<file path="config.mk">
export PLATFORM = sky130hd
export DESIGN_NAME = parking_gate_ctrl
export DESIGN_NICKNAME = d
export VERILOG_FILES = /design/src/rtl/parking_pkg.sv /design/src/rtl/gate_fsm.sv /design/src/rtl/parking_gate_ctrl.sv
export SDC_FILE = /design/constraint.sdc
export NUM_CORES = 1
export LEC_CHECK = 0
export BUFFER_PORTS_ARGS = -buffer_cell sky130_fd_sc_hd__buf_2
export CAP_MARGIN = 15
export CORE_MARGIN = 4
export CORE_UTILIZATION = 48
export CTS_CLUSTER_DIAMETER = 200
export CTS_CLUSTER_SIZE = 12
export DETAILED_ROUTE_END_ITERATION = 7
export GPL_TIMING_DRIVEN = 0
export HOLD_SLACK_MARGIN = 0.02
export PLACE_DENSITY = 0.83
export REMOVE_ABC_BUFFERS = 1
export SLEW_MARGIN = 25
export SYNTH_ARGS = -nofsm -noshare
export SYNTH_HDL_FRONTEND = slang
export SYNTH_SLANG_ARGS = --single-unit
export TNS_END_PERCENT = 30
</file>
<file path="constraint.sdc">
create_clock -name clk -period 2.3 [get_ports clk]
set_clock_uncertainty 0.2 [all_clocks]
set_input_delay 0.46 -clock clk [delete_from_list [all_inputs] [get_ports clk]]
set_output_delay 0.46 -clock clk [all_outputs]
set_load 0.02 [all_outputs]
</file>
<file path="src/rtl/parking_pkg.sv">
// Shared types and constants for the parking gate sequencing logic.
package parking_pkg;

  // Lifecycle of one barrier: idle, refused, raised, committing, lowered.
  typedef enum logic [2:0] {
    IDLE   = 3'd0,
    DENY   = 3'd1,
    OPEN   = 3'd2,
    COMMIT = 3'd3,
    CLOSE  = 3'd4
  } gate_state_e;

  localparam logic CLASS_PUBLIC = 1'b0;
  localparam logic CLASS_UNI    = 1'b1;

  localparam int DEFAULT_PASS_TIMEOUT = 16;

endpackage

</file>
<file path="src/rtl/gate_fsm.sv">
// One barrier lane: admits or refuses the waiting car, holds the gate open
// until the car passes or the timeout expires, then requests a commit slot.
//
// Commit handshake: commit_req is high in the cycle a pass is seen in OPEN
// and in every COMMIT cycle not yet granted. A cycle with commit_req=1 and
// grant=1 is the transfer; the owner of the update pulse registers it on
// that edge, and this lane never requests again for the same car.
module gate_fsm
  import parking_pkg::*;
#(
  parameter int PASS_TIMEOUT = DEFAULT_PASS_TIMEOUT
) (
  input  logic       clk,
  input  logic       rst,
  input  logic       req,
  input  logic       is_uni,
  input  logic       permit,
  input  logic       pass,
  input  logic       grant,
  output logic       gate_open,
  output logic       denied,
  output logic       commit_req,
  output logic       car_class,
  output logic [2:0] state_dbg
);

  localparam logic [7:0] TIMEOUT_INIT = 8'(PASS_TIMEOUT);

  gate_state_e state_q, state_d;
  logic [7:0]  cnt_q, cnt_d;
  logic        class_q, class_d;
  logic        granted_q, granted_d;

  // State register with the timeout counter, latched class and grant memory.
  always_ff @(posedge clk or posedge rst) begin
    if (rst) begin
      state_q   <= IDLE;
      cnt_q     <= 8'd0;
      class_q   <= CLASS_PUBLIC;
      granted_q <= 1'b0;
    end else begin
      state_q   <= state_d;
      cnt_q     <= cnt_d;
      class_q   <= class_d;
      granted_q <= granted_d;
    end
  end

  // Next-state logic; a pass pulse beats the expiring timeout.
  always_comb begin
    state_d   = state_q;
    cnt_d     = cnt_q;
    class_d   = class_q;
    granted_d = 1'b0;
    case (state_q)
      IDLE: begin
        if (req && permit) begin
          state_d = OPEN;
          cnt_d   = TIMEOUT_INIT;
          class_d = is_uni;
        end else if (req) begin
          state_d = DENY;
        end
      end
      DENY: begin
        if (!req) begin
          state_d = IDLE;
        end else if (permit) begin
          state_d = OPEN;
          cnt_d   = TIMEOUT_INIT;
          class_d = is_uni;
        end
      end
      OPEN: begin
        cnt_d = cnt_q - 8'd1;
        if (pass) begin
          state_d   = COMMIT;
          cnt_d     = 8'd0;
          granted_d = grant;
        end else if (cnt_q <= 8'd1) begin
          state_d = CLOSE;
          cnt_d   = 8'd0;
        end
      end
      COMMIT: begin
        // The arbiter never makes a loser wait twice, so this is one cycle.
        if (granted_q || grant) state_d = CLOSE;
      end
      CLOSE: begin
        if (!req) state_d = IDLE;
      end
      default: state_d = IDLE;
    endcase
  end

  // Outputs decoded from registered state only, except the commit request.
  always_comb begin
    gate_open  = (state_q == OPEN);
    denied     = (state_q == DENY);
    commit_req = ((state_q == OPEN) && pass) || ((state_q == COMMIT) && !granted_q);
    car_class  = class_q;
    state_dbg  = state_q;
  end

endmodule

</file>
<file path="src/rtl/parking_gate_ctrl.sv">
// Entry/exit sequencing for the parking counter: class-based admission,
// exit-priority commit arbitration and registered update pulses.
module parking_gate_ctrl
  import parking_pkg::*;
#(
  parameter int PASS_TIMEOUT = DEFAULT_PASS_TIMEOUT,
  parameter int W            = 9
) (
  input  logic         clk,
  input  logic         rst,
  input  logic         entry_req,
  input  logic         entry_is_uni,
  input  logic         exit_req,
  input  logic         exit_is_uni,
  input  logic         pass_entry,
  input  logic         pass_exit,
  input  logic         uni_is_vacated_space,
  input  logic         is_vacated_space,
  input  logic [W-1:0] uni_parked_car,
  input  logic [W-1:0] parked_car,
  output logic         car_entered,
  output logic         is_uni_car_entered,
  output logic         car_exited,
  output logic         is_uni_car_exited,
  output logic         entry_gate_open,
  output logic         exit_gate_open,
  output logic         entry_denied,
  output logic         exit_denied
);

  logic       entry_permit, exit_permit;
  logic       entry_commit_req, exit_commit_req;
  logic       entry_class, exit_class;
  logic       entry_grant, exit_grant;
  logic       entry_waiting, exit_waiting;
  logic [2:0] entry_state, exit_state;

  logic car_entered_q, car_entered_d;
  logic is_uni_car_entered_q, is_uni_car_entered_d;
  logic car_exited_q, car_exited_d;
  logic is_uni_car_exited_q, is_uni_car_exited_d;

  // Admission: entry needs a free space of its class, exit a nonzero count.
  always_comb begin
    entry_permit = (entry_is_uni == CLASS_UNI) ? uni_is_vacated_space : is_vacated_space;
    exit_permit  = (exit_is_uni == CLASS_UNI) ? (uni_parked_car != '0) : (parked_car != '0);
  end

  gate_fsm #(.PASS_TIMEOUT(PASS_TIMEOUT)) u_entry (
    .clk        (clk),
    .rst        (rst),
    .req        (entry_req),
    .is_uni     (entry_is_uni),
    .permit     (entry_permit),
    .pass       (pass_entry),
    .grant      (entry_grant),
    .gate_open  (entry_gate_open),
    .denied     (entry_denied),
    .commit_req (entry_commit_req),
    .car_class  (entry_class),
    .state_dbg  (entry_state)
  );

  gate_fsm #(.PASS_TIMEOUT(PASS_TIMEOUT)) u_exit (
    .clk        (clk),
    .rst        (rst),
    .req        (exit_req),
    .is_uni     (exit_is_uni),
    .permit     (exit_permit),
    .pass       (pass_exit),
    .grant      (exit_grant),
    .gate_open  (exit_gate_open),
    .denied     (exit_denied),
    .commit_req (exit_commit_req),
    .car_class  (exit_class),
    .state_dbg  (exit_state)
  );

  // Arbiter: a lane still requesting from COMMIT lost last cycle and goes
  // first; otherwise exit wins a tie.
  always_comb begin
    entry_waiting = entry_commit_req && (entry_state == COMMIT);
    exit_waiting  = exit_commit_req && (exit_state == COMMIT);
    exit_grant    = exit_commit_req && (exit_waiting || !entry_waiting);
    entry_grant   = entry_commit_req && !exit_grant;

    car_entered_d        = entry_grant;
    is_uni_car_entered_d = entry_grant ? entry_class : CLASS_PUBLIC;
    car_exited_d         = exit_grant;
    is_uni_car_exited_d  = exit_grant ? exit_class : CLASS_PUBLIC;
  end

  // Registered one-cycle update pulses and their class qualifiers.
  always_ff @(posedge clk or posedge rst) begin
    if (rst) begin
      car_entered_q        <= 1'b0;
      is_uni_car_entered_q <= 1'b0;
      car_exited_q         <= 1'b0;
      is_uni_car_exited_q  <= 1'b0;
    end else begin
      car_entered_q        <= car_entered_d;
      is_uni_car_entered_q <= is_uni_car_entered_d;
      car_exited_q         <= car_exited_d;
      is_uni_car_exited_q  <= is_uni_car_exited_d;
    end
  end

  assign car_entered        = car_entered_q;
  assign is_uni_car_entered = is_uni_car_entered_q;
  assign car_exited         = car_exited_q;
  assign is_uni_car_exited  = is_uni_car_exited_q;

endmodule

</file>
== Yosys cells after proc, flatten, opt, wreduce, memory -nomap -nowiden ==
Cells that the tools add are included.
Word-level totals
  memories: 0
  bits in read-only memories: 0
  RAM bits: 0
  bits in registers: 30
  logic and storage cells: 119
  output and inout port bits: 8
  bits in latches: 0
Operators by class
  add/subtract/negate cells: 2
  bitwise operators: 0
  order comparisons: 2
  equal/unequal tests: 24
  mux-type cells: 46
  reduce and logical (&&, ||, !) cells: 33
  shift-type cells: 0
  multipliers: 0
  divide/modulo/power cells: 0
Operator list (number)
  $mux W8: 10
  $mux W3: 16
  $pmux W8 S3: 2
  $pmux W3 S5: 2
  $ne A3 B2 Y1 const B: 6
  $reduce_bool A9 Y1: 2
  $le A8 B1 Y1 const B: 2
  $reduce_and A4 Y1: 4
  $sub A8 B1 Y8 const B: 2
  $mux W1: 14
  $eq A3 B2 Y1 const B: 4
  $ne A2 B1 Y1 const B: 6
  $logic_and A1 B1 Y1: 10
  $reduce_and A5 Y1: 2
  $ne A2 B2 Y1 const B: 4
  $eq A3 B1 Y1 const B: 2
  $eq A3 B3 Y1 const B: 2
  $logic_not A3 Y1: 2
  $reduce_bool A3 Y1: 2
  $logic_or A1 B1 Y1: 5
  $logic_not A1 Y1: 4
  $pmux W1 S2: 2
  $reduce_bool A2 Y1: 2

== Depth between registers and ports, before layout ==
Gate-level depths: netlist of the first run.
  word-level depth: 12
  depth in mapped cells: 9
  depth with buffers taken out: 7

== Hierarchy ==
A second synthesis of the first run with hierarchy kept.
Unflattened totals
  cells, all modules: 174
  area total of the unflattened synthesis: 1697.9 sq um
By module, submodules not included
  gate_fsm: cells each 77, sequential area each 325.3 sq um, instances 2, area an instance 743.2 sq um
  parking_gate_ctrl: cells each 20, sequential area each 100.1 sq um, instances 1, area an instance 211.5 sq um

== Least setup slack after synthesis of the first run ==
OpenSTA, ideal clock, no wires.
  kind: flip-flop to flip-flop
  start point: reg u_entry.cnt_q[5]
  end point: reg u_entry.state_q[0], in the netlist u_entry.state_dbg[0]
  clock period less this slack: 2.151 ns
  path slack: 0.149 ns
  data required time: 1.972 ns
  cell stages (with the launch flop): 6
  arrival time: 1.824 ns
  cells stage by stage: dfrtp_1 or4_4 o311ai_4 inv_2 a211oi_2 mux2_1
On the way
  cells in the longest elaborated chain, start to end: 3
Ends and longest elaborated chain
  start, declared: RTL line gate_fsm.sv:30  | logic [7:0] cnt_q, cnt_d;
  start signal, assigned: RTL line gate_fsm.sv:43  | cnt_q <= cnt_d;
  $le A8 B1 Y1: RTL line gate_fsm.sv:80  | end else if (cnt_q <= 8'd1) begin
  $ne A3 B2 Y1 (no line)
  $reduce_and A5 Y1 (no line)
  end signal, assigned: RTL line gate_fsm.sv:42  | state_q <= state_d;
  end, declared: RTL line gate_fsm.sv:29  | gate_state_e state_q, state_d;
No other way between the ends.
A chain may end at the register's enable or synchronous reset.

== Final worst setup path of the first run ==
  start point: reg u_entry.cnt_q[6]
  end point: reg u_entry.state_q[0], in the netlist u_entry.state_dbg[0]
Same word-level chain as after synthesis.

==> results of run 1 <==
power by group:
group          leakage, nW  internal, mW  switching, mW
Combinational        0.490         0.512          0.667
Sequential           0.388         0.737          0.236
Clock               0.0443         0.253          0.173
worst max-delay path by stage:
stage / startpoint / to / slack (ps) / cells past startpoint
6_report: u_entry.cnt_q[6]$_DFFE_PP0P_ / u_entry.state_dbg[0]$_DFFE_PP0P_ / 80 / 5
5_1_grt: u_exit.state_dbg[1]$_DFFE_PP0P_ / u_exit.cnt_q[0]$_DFFE_PP0P_ / 0.1 / 7
4_1_cts: u_entry.cnt_q[5]$_DFFE_PP0P_ / u_entry.state_dbg[0]$_DFFE_PP0P_ / -40 / 5
3_5_place_dp: u_exit.state_dbg[1]$_DFFE_PP0P_ / u_exit.cnt_q[6]$_DFFE_PP0P_ / -70 / 7
3_3_place_gp: u_exit.state_dbg[1]$_DFFE_PP0P_ / u_exit.cnt_q[6]$_DFFE_PP0P_ / 9 / 7
2_1_floorplan: u_entry.cnt_q[5]$_DFFE_PP0P_ / u_entry.state_dbg[0]$_DFFE_PP0P_ / 150 / 5
metrics by stage:
step / power, mW / cells / area, um^2 / util / hold slack [ps]
after global placement: 2.05 / 250 / 1870 / 0.555 / 259
after global routing: 2.78 / 260 / 1990 / 0.593 / 184
final: 2.58 / 260 / 1990 / 0.593 / 192
after CTS: 2.56 / 258 / 1970 / 0.586 / 183
after detailed placement: 2.11 / 250 / 1870 / 0.555 / 272
after floorplan: 1.80 / 169 / 1640 / - / 247
logic make-up (layout without fill, tap and decap cells):
logic type,after synthesis,count (layout),synth area share
AND/OR/NAND/NOR,76,76,0.254
AO/OA/AOI/OAI,37,37,0.160
flip-flops,30,30,0.448
buffers and inverters,18,58,0.0537
multiplexers,5,5,0.0328
adder cells (fa/ha/maj),4,4,0.0299
XOR/XNOR,4,4,0.0209
timing repair:
action | 4_1_cts | 5_1_grt
hold buffers | 1 | 0
pin swaps | 0 | 2
setup endpoints to repair | 10 | 3
gates resized for setup | 3 | 3
endpoints found under the hold margin | 3 | 0
gates cloned | 0 | 0
buffers inserted | 0 | 2
state kept, by name (all words and copies together), names as in the netlist, 3 cells and up:
signal and count:
u_entry.cnt_q 8, u_entry.state_dbg 3, u_exit.cnt_q 8, u_exit.state_dbg 3
critical path, delay by kind of cell, from the launching register on:
kind	cells	cell delay, ps
AO/OA/AOI/OAI	2	520
buffers and inverters	1	80
flip-flops	1	420
multiplexers	1	340
AND/OR/NAND/NOR	1	550
synth_stat cells, drive strengths merged (2+ instances only):
library cell and number:
dfrtp 30, nand2 16, nor2 15, inv 13, nor4 9, o21ai 8
a21oi 7, a31oi 6, nand3 6, nand2b 5, nor3b 5, ha 4
mux2 4, buf 3, nor3 3, or3 3, or4 3, xnor2 3
a41oi 2, and2 2, clkbuf 2, nor2b 2, nor4b 2, o31ai 2
or2 2
area by class of cell:
type | count | area [um^2] | area share
tap | 46 | 57.6 | 0.0289
inverter | 13 | 48.8 | 0.0245
timing repair buffer | 38 | 200 | 0.100
clock inverter | 1 | 30.0 | 0.0151
multi-input combinational | 126 | 853 | 0.428
sequential | 30 | 753 | 0.378
clock buffer | 6 | 51.3 | 0.0257
per-layer routing:
metal / share of wire / track usage
met1: 0.44 / 0.210
met5: 0 / 0
met2: 0.51 / 0.288
met4: 0.015 / 0.0734
met3: 0.036 / 0.0472
==> results summary, run 1 <==
The run finished with clean final reports. The clock latency on the worst-skew pair came out at roughly 320 ps. The main flop type after synthesis is sky130_fd_sc_hd__dfrtp_1. The die span in y came out at roughly 67 um. Setup repair after global routing could not meet its margin everywhere. Data on the critical path arrives at its endpoint at between 2000 and 2500 ps. The number of fill cells came out at 316. The overall global routing resource usage came out at 0.173. The tree built by TritonCTS fans out to 30 sinks. The number of buffers created by CTS is 5. The ratio of final minimum period to clock period is 0.967. The routability congestion estimate came out at between 0.8 and 0.9.

The mapped cell area is 0.00168 mm^2. The maximum number of pins on one net before global-route repair came out at 31. The highest fanout seen on the critical path is 3. Summed over all cells, the static leakage comes to between 0.9 and 1 nW.

The synthesized netlist contains 51 unique library cells. The final total negative setup slack is 0 ps. Static timing analysis puts the maximum clock frequency at 450 MHz. The synthesis warning total came out at 0. TritonCTS built the clock tree.

The via count normalized by instance count came out at 5.47. The initialized floorplan defines 21 standard-cell rows. The total power divided by cell area came out at about 1300 mW/mm^2.

The first-pass GRT wire length is 5890 um. The remaining max-slew budget at the tightest pin is 0.588. The tool flagged a number of max-cap violations equal to 0. The initial cell density of the core is 0.499. The via count is between 1000 and 1500.

The largest incremental delay on the critical path came out at 550 ps. Traced cell by cell, the critical path runs through or4_4 -> o311ai_4 -> inv_2 -> a211oi_4 -> mux2_1. The library cell used most frequently in the layout, excluding fill and tap cells, is sky130_fd_sc_hd__buf_2.

After synthesis, the cell types taking the most area are sky130_fd_sc_hd__dfrtp_1 (45%), sky130_fd_sc_hd__nand2_1 (3.6%), sky130_fd_sc_hd__nor2_1 (3.4%). The worst hold path passes through 2 cells. The number of antenna diodes in the final layout is 0. The critical path startpoint category is a register. The post-detailed-route DRC marker count came out at 0. The capture point of the worst reg-to-reg path is u_entry.state_dbg[0]$_DFFE_PP0P_. The category of the most critical setup path is register to register. The half-perimeter wire length after detailed placement is roughly 2700 um. The cell chosen for the clock root is sky130_fd_sc_hd__clkbuf_4. The path class of the tightest hold or removal check is primary input to register.

The remaining antenna violation count came out at 0. The via count of the first global-routing pass is 1326. The path depth of the worst reg2reg path came out at 5. The flop and latch count out of synthesis came out at 30. The worst hold path begins at entry_is_uni.

The end of the worst hold path is u_entry.car_class$_DFFE_PP0P_. The number of antenna violations at the first check in global routing is 0. The share of final-layout standard cells stronger than drive strength 1 came out at 0.299. In this run the count of I/O pins placed on the die edge is 36.

The async set or reset register ratio after synthesis came out at 1.00. The top cell type's share of synthesized area came out at 0.448. The quantity of I/O buffers inserted on ports is 35. The number of hold violations in the final report came to 0.

The synthesized instance count is 174. The total die area came out at 0.00450 mm^2. The number of nets in the layout came out at 246. Across the VDD grid, the largest voltage drop is around 0.62 mV.

The remaining global-route overflow came out at 0. The maximum count of clock buffers along a single path is 2. The worst setup slack after placement is -67.6 ps. Compared with the post-synthesis result, the final layout area differs by 19.0%. The post-synthesis sequential area ratio came out at 0.448. The die boundary width came out at about 67 um. The post-synthesis cell type with the largest combined area is sky130_fd_sc_hd__dfrtp_1. The slew of the pin with the lowest slew margin is a little over 600 ps. The slowest library cell on the worst path is sky130_fd_sc_hd__or4_4. The DRC violation total after the first TritonRoute iteration came out at just over 70.

Averaged over all synthesized cells, the footprint is 9.64 um^2. The required time reported for the critical path endpoint is 2310 ps. The routed wire length per instance came out at 13.6 um.

The clock-pin slew reported for the worst setup and hold paths after clock tree synthesis is 100 ps. The least setup slack across all paths after layout came out at about 77 ps. Across all register-to-register paths, the minimum setup slack is between 70 and 80 ps. The top cell types in the final layout, fill and taps aside, are sky130_fd_sc_hd__buf_2 (35), sky130_fd_sc_hd__dfrtp_1 (28), sky130_fd_sc_hd__nand2_1 (16), sky130_fd_sc_hd__nor2_1 (15). The area of the core is between 0.003 and 0.004 mm^2.

The number of pins with negative max-slew slack in the final report is 0. The critical path capture point type is a register. The first detailed-routing pass took 6 iterations. The final count of negative-setup-slack endpoints is 0.

Subtracting the final worst setup slack from the clock period gives 2220 ps. The final wirelength is 3540 um. The startpoint identified for the worst register-to-register timing path is u_entry.cnt_q[6]$_DFFE_PP0P_.

The H-tree was split into 2 levels. The count of flip-flops with a built-in enable after synthesis is 0.
Power figures use the tool's default switching activity.
==> inputs of run 2 (changes only) <==
--- a/config.mk
+++ b/config.mk
@@ -7,14 +7,16 @@
 export LEC_CHECK = 0
 export BUFFER_PORTS_ARGS = -buffer_cell sky130_fd_sc_hd__buf_2
 export CAP_MARGIN = 15
+export CELL_PAD_IN_SITES_DETAIL_PLACEMENT = 1
+export CELL_PAD_IN_SITES_GLOBAL_PLACEMENT = 1
 export CORE_MARGIN = 4
-export CORE_UTILIZATION = 48
+export CORE_UTILIZATION = 41
 export CTS_CLUSTER_DIAMETER = 200
 export CTS_CLUSTER_SIZE = 12
 export DETAILED_ROUTE_END_ITERATION = 7
 export GPL_TIMING_DRIVEN = 0
 export HOLD_SLACK_MARGIN = 0.02
-export PLACE_DENSITY = 0.83
+export PLACE_DENSITY = 0.88
 export REMOVE_ABC_BUFFERS = 1
 export SLEW_MARGIN = 25
 export SYNTH_ARGS = -nofsm -noshare
==> constraint.sdc (replaced) <==
create_clock -name clk -period 2.31 [get_ports clk]
set_clock_uncertainty 0.2 [all_clocks]
set_input_delay 0.462 -clock clk [delete_from_list [all_inputs] [get_ports clk]]
set_output_delay 0.462 -clock clk [all_outputs]
set_load 0.02 [all_outputs]
==> run 2 against run 1 <==
Effect of this change: fmax decreased by 2.7%; utilization decreased by 6.7 points; final cell count increased by 0.77%; die area increased by 15%; highest routed layer unchanged.
==> results summary, run 2 (same netlist as run 1, synthesis figures left out) <==
STA puts the critical path data arrival time at roughly 2300 ps. TritonCTS built the clock tree. The final period demand of the worst path came out at 2280 ps. Walking the worst path, the cells encountered are or4_4 -> o311ai_4 -> inv_2 -> a211oi_4 -> mux2_1. Of the cells placed in the final design, the portion with a size suffix greater than 1 is 0.294. The worst setup path is captured at a register. The final total negative setup slack came out at 0 ps. The number of pins with negative max-slew slack in the final report came out at 0. The worst setup path is launched from a register. The least setup slack across all paths after layout is 26.2 ps. The final cell count without fillers came out at about 260. The final wirelength came out at 4340 um. The required time reported for the critical path endpoint is 2280 ps.

Counting the buffers created by CTS gives 5. The first-pass iteration count of the detailed router came out at 4. The number of hold violations in the final report was 0. The growth of design area from synthesis to finish came out at 19.1%. The worst setup slack after placement is -128 ps. After detailed placement, the design holds a cell count of 252. The cell area reported after detailed placement is 0.00187 mm^2. The TritonCTS sink count came out at 30. The largest registers in the layout are u_entry.cnt_q x8, u_exit.cnt_q x8. The final cell area excluding filler cells came out at 0.00200 mm^2. The number of antenna violations at the first check in global routing came out at 0. The largest incremental delay on the critical path came out at 580 ps. The diode insertion count for antenna repair is 0.

The DRC violation total after the first TritonRoute iteration is 31. The maximum clock frequency is 438 MHz. The buffers plus inverters on the worst setup path is 1. The library cell used most frequently in the layout, excluding fill and tap cells, is sky130_fd_sc_hd__buf_2. Clock tree synthesis selected as its root buffer the cell sky130_fd_sc_hd__clkbuf_8.

The reported leakage power is 0.919 nW. The initial utilization of the core area, before any placement, comes to 0.441. The remaining antenna violation count is 0. Setup violations remaining at the end of the flow were counted as 0. CTS built an H-tree with a depth of 2.

The routability congestion estimate came out at 0.799. Clock latency on the worst-skew pair, taken at its later pin, is 290 ps. The total die area is 0.00518 mm^2.

The maximum count of clock buffers along a single path came out at 2. The remaining global-route overflow is 0. The worst supply voltage drop on vdd came out at ~0.7 mV. Setup repair after global routing could not meet its margin everywhere. The critical path is of the register to register type. The via count came out at roughly 1500.

Across the run, the number of max-cap violations was 0. The site row count came out at 22. The clock-pin slew reported for the worst setup and hold paths after clock tree synthesis came out at 70 ps. The via count normalized by instance count is 5.70. The die span in y is approximately 72 um. The top cell types in the final layout, fill and taps aside, are sky130_fd_sc_hd__buf_2 (35), sky130_fd_sc_hd__dfrtp_1 (29), sky130_fd_sc_hd__nand2_1 (16), sky130_fd_sc_hd__nor2_1 (15).

The design draws 2.64 mW. The highest fanout seen on the critical path is 4. The maximum number of pins on one net before global-route repair is 31. The number of nets in the layout came out at 245. After detailed routing, the number of remaining DRC violations is 0.

The slowest library cell on the worst path is sky130_fd_sc_hd__or4_4. The area of the core is 0.00380 mm^2. The half-perimeter wire length after detailed placement is 3310 um. The die boundary width is 71.9 um. The first-pass GRT wire length is 7530 um.

The quantity of I/O buffers inserted on ports is 35. Dividing the final minimum period by the clock period gives 0.989. The category of cells accounting for the largest share of critical-path delay is simple AND/OR/NAND/NOR gates. Headroom to the max-slew limit came out at 0.381.

Pin placement for this block handled 36 I/O pins. The overall global routing resource usage came out at 0.186. The slew of the pin with the lowest slew margin is 916 ps. The run finished with clean final reports.

The total power divided by cell area is 1320 mW/mm^2. The routed wire length per instance is roughly 17 um. The via count of the first global-routing pass came out at 1586. The path class of the tightest hold or removal check is primary input to asynchronous set/reset pin.
[run 2: cell types whose count changed in the layout (fill, tap and decap cells not counted), sizes merged]
cell / before / now
clkbuf: 6 / 7
clkinvlp: 0 / 1
inv: 13 / 12
dlygate4sd3: 1 / 0
clkinv: 0 / 1
bufinv: 1 / 0
[run 2: area by class of cell]
type,count,area (um^2)
flip-flops and latches,30,752
clock buffers,7,86.3
clock inverters,1,5.00
inverters,13,52.6
well taps,48,60.1
multi-input cells,126,851
fillers,451,1800
repair buffers,37,190
[run 2: where the power goes]
| group | internal, mW | leakage (nW) | switching, mW |
|---|---|---|---|
| clock | 0.240 | 0.0482 | 0.199 |
| combinational | 0.523 | 0.482 | 0.697 |
| sequential | 0.733 | 0.389 | 0.247 |
[run 2: routing by layer]
metal	part of all wire	GRT usage
met3	0.025	0.0388
met4	0.028	0.100
met2	0.54	0.315
met1	0.41	0.220
met5	0	0
[run 2: worst register-to-register path, delay by kind of cell (launching register included)]
kind | cells | cell delay [ps]
buf+inv | 1 | 80
flops | 1 | 420
compound gates | 2 | 550
simple gates | 1 | 580
mux | 1 | 340
[run 2: worst paths after layout]
path	cells after the start	end	startpoint	slack (ps)
worst max register to register	5	u_entry.state_dbg[2]$_DFFE_PP0P_	u_entry.cnt_q[5]$_DFFE_PP0P_	30
min in group clk	2	u_entry.car_class$_DFFE_PP0P_	entry_is_uni	230
max in group asynchronous	2	u_entry.state_dbg[1]$_DFFE_PP0P_	rst	1410
worst min-delay path	2	u_entry.car_class$_DFFE_PP0P_	rst	50
worst min register to register	1	u_exit.cnt_q[6]$_DFFE_PP0P_	u_exit.cnt_q[6]$_DFFE_PP0P_	290
worst max-delay path	5	u_entry.state_dbg[2]$_DFFE_PP0P_	u_entry.cnt_q[5]$_DFFE_PP0P_	30
[run 2: per-stage QoR]
step / util / hold slack, ps
detailed placement: 0.492 / 282
finish: 0.526 / 49.5
CTS: 0.518 / 68.4
global route: 0.526 / 109
global placement: 0.492 / 255
floorplan: - / 247
[run 2: what timing repair did]
action	in CTS	in global routing
gates resized for setup	2	3
gates cloned	0	0
setup endpoints to repair	12	8
buffers inserted	0	2
pin swaps	0	1
hold buffers	0	0
